--- src/rtl/krv_test_monitor.sv ---
// krv_test_monitor: end-of-test monitor for krv_e regression and FPGA bring-up.
// Watches the decode-stage PC. A test ends on one of three conditions:
// - the PC hits one of the programmable end addresses,
// - the PC sits at the same address for STALL_CYC valid cycles (a self-loop),
// - the cycle watchdog expires.
// On an end address or a self-loop, result_reg is compared with pass_value one cycle later.
// UART TX bytes are logged into a first-word-fall-through FIFO for readback.
// Ports:
//   cpu_clk, porn              clock, asynchronous active-low reset
//   start                      arm the monitor, clear results, flush the log
//   dec_pc, dec_pc_valid       decode-stage PC and its qualifier
//   end_pc, end_pc_en          end-address comparators (entry i at [i*PC_WIDTH +: PC_WIDTH])
//   timeout_limit              watchdog limit in cycles, 0 disables it
//   result_reg, pass_value     result check operands
//   uart_tx_wr, uart_tx_data   UART TX byte capture
//   log_rd, log_data, log_*    log FIFO pop, head byte and status
//   state, test_*, end_hit     FSM state and test outcome
//   cycle_count                cycles spent in RUN, saturating
module krv_test_monitor #(
  parameter int unsigned PC_WIDTH   = 32,
  parameter int unsigned DATA_WIDTH = 32,
  parameter int unsigned N_END      = 2,
  parameter int unsigned TIMEOUT_W  = 24,
  parameter int unsigned STALL_CYC  = 16,
  parameter int unsigned FIFO_DEPTH = 16
) (
  input  logic                      cpu_clk,
  input  logic                      porn,
  input  logic                      start,
  input  logic [PC_WIDTH-1:0]       dec_pc,
  input  logic                      dec_pc_valid,
  input  logic [N_END*PC_WIDTH-1:0] end_pc,
  input  logic [N_END-1:0]          end_pc_en,
  input  logic [TIMEOUT_W-1:0]      timeout_limit,
  input  logic [DATA_WIDTH-1:0]     result_reg,
  input  logic [DATA_WIDTH-1:0]     pass_value,
  input  logic                      uart_tx_wr,
  input  logic [7:0]                uart_tx_data,
  input  logic                      log_rd,
  output logic [7:0]                log_data,
  output logic                      log_empty,
  output logic                      log_full,
  output logic                      log_overflow,
  output logic [1:0]                state,
  output logic                      test_done,
  output logic                      test_pass,
  output logic                      test_fail,
  output logic                      test_timeout,
  output logic                      test_stall,
  output logic [N_END-1:0]          end_hit,
  output logic [TIMEOUT_W-1:0]      cycle_count
);

  localparam int unsigned PtrW   = $clog2(FIFO_DEPTH);
  localparam int unsigned PtrPW  = PtrW + 1;
  localparam int unsigned StallW = $clog2(STALL_CYC + 1);

  typedef enum logic [1:0] {StIdle = 2'd0, StRun = 2'd1, StCheck = 2'd2, StDone = 2'd3} state_e;

  state_e                 state_q, state_d;
  logic [TIMEOUT_W-1:0]   count_q, count_d;
  logic [N_END-1:0]       hit_q, hit_d;
  logic                   pass_q, pass_d, fail_q, fail_d, tmo_q, tmo_d, stall_q, stall_d;
  logic [StallW-1:0]      stall_cnt_q, stall_cnt_d, stall_next;
  logic [PC_WIDTH-1:0]    prev_pc_q, prev_pc_d;
  logic [N_END-1:0]       match_vec;
  logic                   stall_hit, timeout_hit, arm;

  logic [7:0]             mem [FIFO_DEPTH];
  logic [PtrW:0]          wr_ptr_q, wr_ptr_d, rd_ptr_q, rd_ptr_d;
  logic                   ovf_q, ovf_d, fifo_we, fifo_empty, fifo_full;

  always_comb begin
    for (int unsigned i = 0; i < N_END; i++) begin
      match_vec[i] = dec_pc_valid & end_pc_en[i] & (dec_pc == end_pc[i*PC_WIDTH +: PC_WIDTH]);
    end
  end

  // Run length of identical valid PCs; bubbles leave it untouched.
  assign stall_next  = (dec_pc == prev_pc_q) ? stall_cnt_q + StallW'(1) : StallW'(1);
  assign stall_hit   = dec_pc_valid && (stall_next == StallW'(STALL_CYC));
  assign timeout_hit = (timeout_limit != '0) && (count_q == timeout_limit - TIMEOUT_W'(1));

  always_comb begin
    state_d     = state_q;
    count_d     = count_q;
    hit_d       = hit_q;
    pass_d      = pass_q;
    fail_d      = fail_q;
    tmo_d       = tmo_q;
    stall_d     = stall_q;
    stall_cnt_d = stall_cnt_q;
    prev_pc_d   = prev_pc_q;
    arm         = 1'b0;
    unique case (state_q)
      StIdle, StDone: begin
        if (start) begin
          state_d     = StRun;
          count_d     = '0;
          hit_d       = '0;
          pass_d      = 1'b0;
          fail_d      = 1'b0;
          tmo_d       = 1'b0;
          stall_d     = 1'b0;
          stall_cnt_d = '0;
          arm         = 1'b1;
        end
      end
      StRun: begin
        if (count_q != '1) count_d = count_q + TIMEOUT_W'(1);
        if (dec_pc_valid) begin
          prev_pc_d   = dec_pc;
          stall_cnt_d = stall_next;
        end
        if (match_vec != '0) begin
          state_d = StCheck;
          hit_d   = match_vec;
        end else if (stall_hit) begin
          state_d = StCheck;
          stall_d = 1'b1;
        end else if (timeout_hit) begin
          state_d = StDone;
          tmo_d   = 1'b1;
        end
      end
      StCheck: begin
        // Sampled one cycle after the end PC so the retiring write has landed.
        if (result_reg == pass_value) pass_d = 1'b1;
        else                          fail_d = 1'b1;
        state_d = StDone;
      end
      default: state_d = StIdle;
    endcase
  end

  always_ff @(posedge cpu_clk or negedge porn) begin
    if (!porn) begin
      state_q     <= StIdle;
      count_q     <= '0;
      hit_q       <= '0;
      pass_q      <= 1'b0;
      fail_q      <= 1'b0;
      tmo_q       <= 1'b0;
      stall_q     <= 1'b0;
      stall_cnt_q <= '0;
      prev_pc_q   <= '0;
    end else begin
      state_q     <= state_d;
      count_q     <= count_d;
      hit_q       <= hit_d;
      pass_q      <= pass_d;
      fail_q      <= fail_d;
      tmo_q       <= tmo_d;
      stall_q     <= stall_d;
      stall_cnt_q <= stall_cnt_d;
      prev_pc_q   <= prev_pc_d;
    end
  end

  // Log FIFO: pointers carry an extra wrap bit to tell full from empty.
  assign fifo_empty = (wr_ptr_q == rd_ptr_q);
  assign fifo_full  = (wr_ptr_q[PtrW] != rd_ptr_q[PtrW]) &&
                      (wr_ptr_q[PtrW-1:0] == rd_ptr_q[PtrW-1:0]);

  always_comb begin
    wr_ptr_d = wr_ptr_q;
    rd_ptr_d = rd_ptr_q;
    ovf_d    = ovf_q;
    fifo_we  = 1'b0;
    if (arm) begin
      // Flush on arming; a byte written this same cycle is discarded.
      wr_ptr_d = '0;
      rd_ptr_d = '0;
      ovf_d    = 1'b0;
    end else begin
      if (log_rd && !fifo_empty) rd_ptr_d = rd_ptr_q + PtrPW'(1);
      if (uart_tx_wr) begin
        // When full, a same-cycle pop frees the slot being written.
        if (!fifo_full || log_rd) begin
          fifo_we  = 1'b1;
          wr_ptr_d = wr_ptr_q + PtrPW'(1);
        end else begin
          ovf_d = 1'b1;
        end
      end
    end
  end

  always_ff @(posedge cpu_clk or negedge porn) begin
    if (!porn) begin
      wr_ptr_q <= '0;
      rd_ptr_q <= '0;
      ovf_q    <= 1'b0;
    end else begin
      wr_ptr_q <= wr_ptr_d;
      rd_ptr_q <= rd_ptr_d;
      ovf_q    <= ovf_d;
    end
  end

  always_ff @(posedge cpu_clk) begin
    if (fifo_we) mem[wr_ptr_q[PtrW-1:0]] <= uart_tx_data;
  end

  assign log_data     = fifo_empty ? 8'h00 : mem[rd_ptr_q[PtrW-1:0]];
  assign log_empty    = fifo_empty;
  assign log_full     = fifo_full;
  assign log_overflow = ovf_q;
  assign state        = state_q;
  assign test_done    = (state_q == StDone);
  assign test_pass    = pass_q;
  assign test_fail    = fail_q;
  assign test_timeout = tmo_q;
  assign test_stall   = stall_q;
  assign end_hit      = hit_q;
  assign cycle_count  = count_q;

endmodule
--- config.mk ---
export PLATFORM = sky130hd
export DESIGN_NAME = krv_test_monitor
export DESIGN_NICKNAME = d
export VERILOG_FILES = /design/src/rtl/krv_test_monitor.sv
export SDC_FILE = /design/constraint.sdc
export NUM_CORES = 1
export LEC_CHECK = 0
export BUFFER_PORTS_ARGS = -buffer_cell sky130_fd_sc_hd__buf_2
export CELL_PAD_IN_SITES_DETAIL_PLACEMENT = 0
export CELL_PAD_IN_SITES_GLOBAL_PLACEMENT = 1
export CORE_ASPECT_RATIO = 1.25
export CORE_MARGIN = 4
export CORE_UTILIZATION = 40
export DETAILED_ROUTE_END_ITERATION = 7
export PLACE_DENSITY = 0.73
export SLEW_MARGIN = 20
export SYNTH_ARGS = -nofsm -noshare
export SYNTH_HDL_FRONTEND = slang
export SYNTH_SLANG_ARGS = --single-unit
--- constraint.sdc ---
create_clock -name cpu_clk -period 3.25 [get_ports cpu_clk]
set_input_delay 0.65 -clock cpu_clk [delete_from_list [all_inputs] [get_ports cpu_clk]]
set_output_delay 0.65 -clock cpu_clk [all_outputs]
set_load 0.05 [all_outputs]
# Word-level counts from Yosys, hierarchy flattened
# Memory sizes are Yosys's and may differ from the RTL's.
# Cells that the tools add are included.
[totals]
wordCells = 117
ramBits = 128
mem_count = 1
regBits = 80
out_inout_bits = 44
in_bits = 200
[memory_table]
columns = ["name", "depth", "word_bits", "rd", "rd_clocked_by_memory_dff", "write_ports", "line_no", "text"]
rows = [
  ["mem", 16, 8, 1, 0, 1, "69", "logic [7:0] mem [FIFO_DEPTH];"],
]
[classes]
addsub = 5
n_reduce_logical = 27
n_bitwise = 4
muxes = 43
n_eq_ne = 25
[ops]
columns = ["op", "count"]
rows = [
  ["$eq A32 B32 Y1", 4],
  ["$mux W24", 2],
  ["$pmux W24 S2", 1],
  ["$mux W5", 8],
  ["$add A24 B1 Y24 const B", 1],
  ["$eq A24 B24 Y1", 1],
  ["$ne A24 B24 Y1 const B", 1],
  ["$reduce_bool A24 Y1", 1],
  ["$sub A24 B1 Y24 const B", 1],
  ["$ne A2 B2 Y1 const B", 11],
  ["$mux W1", 18],
  ["$add A5 B1 Y5 const B", 3],
  ["$reduce_and A3 Y1", 5],
  ["$mux W2", 6],
  ["$reduce_bool A2 Y1", 6],
  ["$pmux W5 S2", 1],
  ["$mux W8", 1],
  ["$pmux W1 S2", 4],
  ["$reduce_and A2 Y1", 4],
  ["$pmux W2 S3", 1],
  ["$eq A5 B5 Y1", 1],
  ["$eq A5 B5 Y1 const B", 1],
  ["$reduce_and A5 Y1", 1],
  ["$and A1 B1 Y1", 4],
  ["other kinds (12)", 17],
]

# Longest topological paths before layout
[logic_depth]
ltp_word = 9
depth_mapped = 11
mapped_depth_nobuf = 10

# Worst setup path after synthesis
# No wires, ideal clock.
[synth_path]
kind = "flip-flop to output port"
startpoint = "register rd_ptr_q[0]"
endpoint = "output port log_data[0]"
stages_incl_launch_ff = 6
required_time_ps = 2600
slack_ps = 61
arrival_ps = 2539
path_buffers = 2
path_cell_list = "dfrtp_1 > clkbuf_1 > buf_1 > mux4_2 > mux4_2 > nor2b_1"
[synth_via]
elab_chain_cells = 2
elab_cells_between_ends = 3
cone_classes = "eq/ne: 1; mux: 1; memory: 1"
[synth_rtl]
columns = ["item", "line_no", "text"]
rows = [
  ["start: declaration", "70", "logic [PtrW:0] wr_ptr_q, wr_ptr_d, rd_ptr_q, rd_ptr_d;"],
  ["start signal: assignment", "196", "rd_ptr_q <= rd_ptr_d;"],
  ["$mem_v2 Z16 W8 / $eq A5 B5 Y1 (equally long branches)", "-", ""],
  ["$mux W8 (*)", "205", "assign log_data = fifo_empty ? 8'h00 : mem[rd_ptr_q[PtrW-1:0]];"],
  ["end: declaration", "40", "output logic [7:0] log_data,"],
]
# Mark *: on every way between the ends. The rest lies on a longest branch, timed or not.

# Worst setup path after layout
# Same ends and word-level chain as after synthesis.

==> impl_metrics.json <==
{
  "top_layer_used": "met4",
  "synth_fp_nets": 1065,
  "num_vias": 7726,
  "place_congestion": 0.862,
  "wl_met3_mm": 1.23,
  "n_fill_cell": 2402,
  "grt_pass1_wl_mm": 44.4,
  "switching_share": 0.354,
  "crit_required_ps": 2600,
  "ys_types": 55,
  "finalSetupViolCount": 0,
  "rsz0062_at_grt": "true",
  "pwr-share-seq": 0.369,
  "p_switching_w": 0.00333,
  "p_comb_frac": 0.358,
  "worst-path-buf-inv": 2,
  "synth-seq-cells": 208,
  "status": "finished, final reports clean",
  "grt_max_degree": 47,
  "synthCells": 854,
  "period_minus_slack_ps": 3190,
  "worstPathArrival_ps": 2540,
  "max_stage_delay_ps": 540,
  "vdd_drop_max_mv": 0.423,
  "netlist_top_cells_area": "edfxtp_1 (35%), dfrtp_1 (18%), xor2_1 (13%)",
  "synth_top_cell_by_area": "edfxtp_1",
  "ys_warn_count": 0,
  "clockBufferDepth": 3,
  "synth_top_area_frac": 0.350,
  "hold_viol": 0,
  "crit_fanout": 14,
  "clk_pin_slew_ps": 60,
  "cts_tree": "built",
  "critPathTopFamily": "multiplexers",
  "hpwl_mm": 22.2,
  "worstSkewPairLatency_ps": 510,
  "initial_core_util": 0.408,
  "fmax_ghz": 0.314,
  "startpoint_type": "flop",
  "cts_buffers": 23,
  "die_x_um": 156,
  "crit_path_cell_trace": "buf_12 -> mux4_2 -> mux4_2 -> nor2b_1 -> buf_2",
  "finalPower_w": 0.00942,
  "io_buffers": 243,
  "nets": 1344,
  "wl_met1_mm": 11.7,
  "ios": 244,
  "relSlewSlack": 0.501,
  "synth_most_common_cell": "xor2_1",
  "drc_errors": 0,
  "netlist_area_um2": 11000,
  "wl_mm": 28.6,
  "cp-end-kind": "output pin",
  "dr.pass1.iters": 5,
  "hp-class": "in -> async",
  "num_antenna_cells": 0,
  "avgSynthCellArea_um2": 12.8,
  "grt-ovfl-total": 0,
  "drt_iter0_markers": 338,
  "async_reset_ff_frac": 0.385,
  "tightest_slew_ps": 746,
  "critPathKind": "reg -> out",
  "holdWs_ps": 147,
  "finClkSkew_ps": 10.6,
  "synth-edff-count": 128,
  "slowest_stage": "mux4_2",
  "p_int_w": 0.00609,
  "root_buffer": "clkbuf_16",
  "leakage_nw": 5.60,
  "synthFlopType": "edfxtp_1",
  "htree_num_levels": 1,
  "grt.total_usage": 0.187,
  "pwr_density_cell_nw_per_um2": 692,
  "vias_per_cell": 5.17,
  "core_area_um2": 26900,
  "critPathMostFrequentCell": "mux4_2",
  "met2_length_mm": 15.3,
  "drive_gt1_frac": 0.347,
  "row_count": 67,
  "synth_seq_area_share": 0.533,
  "die_area_um2": 30100,
  "dieHeight_um": 193,
  "grt_pass1_vias": 7954,
  "synth_common_cells": "xor2_1 (165), edfxtp_1 (128), dfrtp_1 (80)",
  "ant_nets": 0,
  "final_util": 0.506,
  "post-route-period-util": 0.981,
  "drt-wirelength-per-cell_um": 19.1,
  "syn2layout_area_growth_pct": 24.1,
  "maxSlewViolCount": 0,
  "ff_latch_area_um2": 5850,
  "antenna_found_initial": 0,
  "cts.sink_count": 208,
  "clockPowerShare": 0.272,
  "multi_input_area_um2": 4950,
  "cap_violations": 0
}
==> through the flow <==
stage          setup TNS [ps]  worst slack [ps]  instances  area (um^2)
2_1_floorplan               0              61.3        854        11000
3_3_place_gp                0               176       1452        12800
4_1_cts                     0              6.36       1496        13600
5_1_grt                 -23.3             -23.3       1495        13600
6_report                    0              60.5       1495        13600
3_5_place_dp                0               125       1452        12800
==> power groups by stage <==
stage / clock network (W) / registers, W / logic (W)
3_3_place_gp: 0 / 0.00350 / 0.00331
6_report: 0.00256 / 0.00348 / 0.00338
5_1_grt: 0.00276 / 0.00352 / 0.00368
4_1_cts: 0.00265 / 0.00348 / 0.00345
3_5_place_dp: 0 / 0.00353 / 0.00335
2_1_floorplan: 0 / 0.00355 / 0.00228
==> flip-flops by register name, summed over array words and instances (netlist names), 2 cells and up <==
| register | count |
|---|---|
| cycle_count | 24 |
| end_hit | 2 |
| mem | 128 |
| prev_pc_q | 32 |
| rd_ptr_q | 5 |
| stall_cnt_q | 5 |
| state | 2 |
| wr_ptr_q | 5 |
==> placed cells by master, fill, tap and decap left out, drive strengths merged, types with 3 or more instances in the layout <==
cell type	instances
dfrtp	80
or4	4
nor2	74
nand2b	5
mux4	40
a21oi	13
clkbuf	25
nor3	19
inv	23
and3	8
nor2b	15
or3	5
nor4	38
a31oi	4
buf	283
xor2	165
mux2i	4
and4	5
ha	11
nand3	23
and2	5
o21ai	10
clkinvlp	3
nand4	23
clkinv	8
nand2	21
o211ai	4
xnor2	27
nor3b	4
a21o	3
edfxtp	128
a22oi	4
mux2	34
a211oi	5
==> cell type report <==
cell class	instances	area share
repair buffers	283	0.115
clock inverters	17	0.0126
clock buffers	25	0.0428
multi-input cells	598	0.363
flip-flops and latches	208	0.429
well taps	345	0.0317
inverters	19	0.00524
==> layer usage <==
metal  global-route usage  vias to the layer above
li1                     -                     3721
met4               0.0337                        0
met3               0.0208                       30
met5                    0                        -
met1                0.244                     3791
met2                0.342                      184
==> cell families after synthesis <==
family	Yosys count	share of synthesized area
AO/OA/AOI/OAI	61	0.0382
XOR/XNOR	193	0.155
adder cells (fa/ha/maj)	11	0.0125
buffers and inverters	48	0.0165
flip-flops	208	0.533
multiplexers	78	0.121
AND/OR/NAND/NOR	255	0.124
==> worst register-to-register path: stages, from the launching register on <==
cell     delay [ps]
dfrtp_1         480
inv_1           100
ha_1            330
and3_1          200
and4_1          190
a31oi_1         270
nand3_1         190
nor2_1          450
and3_1          250
xnor2_1         120
nor2_1           50
==> what timing repair did <==
action	in CTS	in global routing
gates cloned	1	0
gates resized for setup	3	3
hold buffers	0	0
setup endpoints to repair	4	9
buffers inserted	1	0
==> worst paths after layout <==
path | from | slack (ps) | depth (start not counted) | end
setup / recovery | rd_ptr_q[0] | 60 | 5 | log_data[0]
hold / removal | porn | 150 | 1 | prev_pc_q[3]
setup reg to reg | state[1] | 490 | 10 | cycle_count[16]
hold reg to reg | log_overflow | 490 | 2 | log_overflow
max in group asynchronous | porn | 2450 | 2 | cycle_count[18]
min in group cpu_clk | uart_tx_wr | 390 | 3 | log_overflow
(Power assumes the default switching activity.)
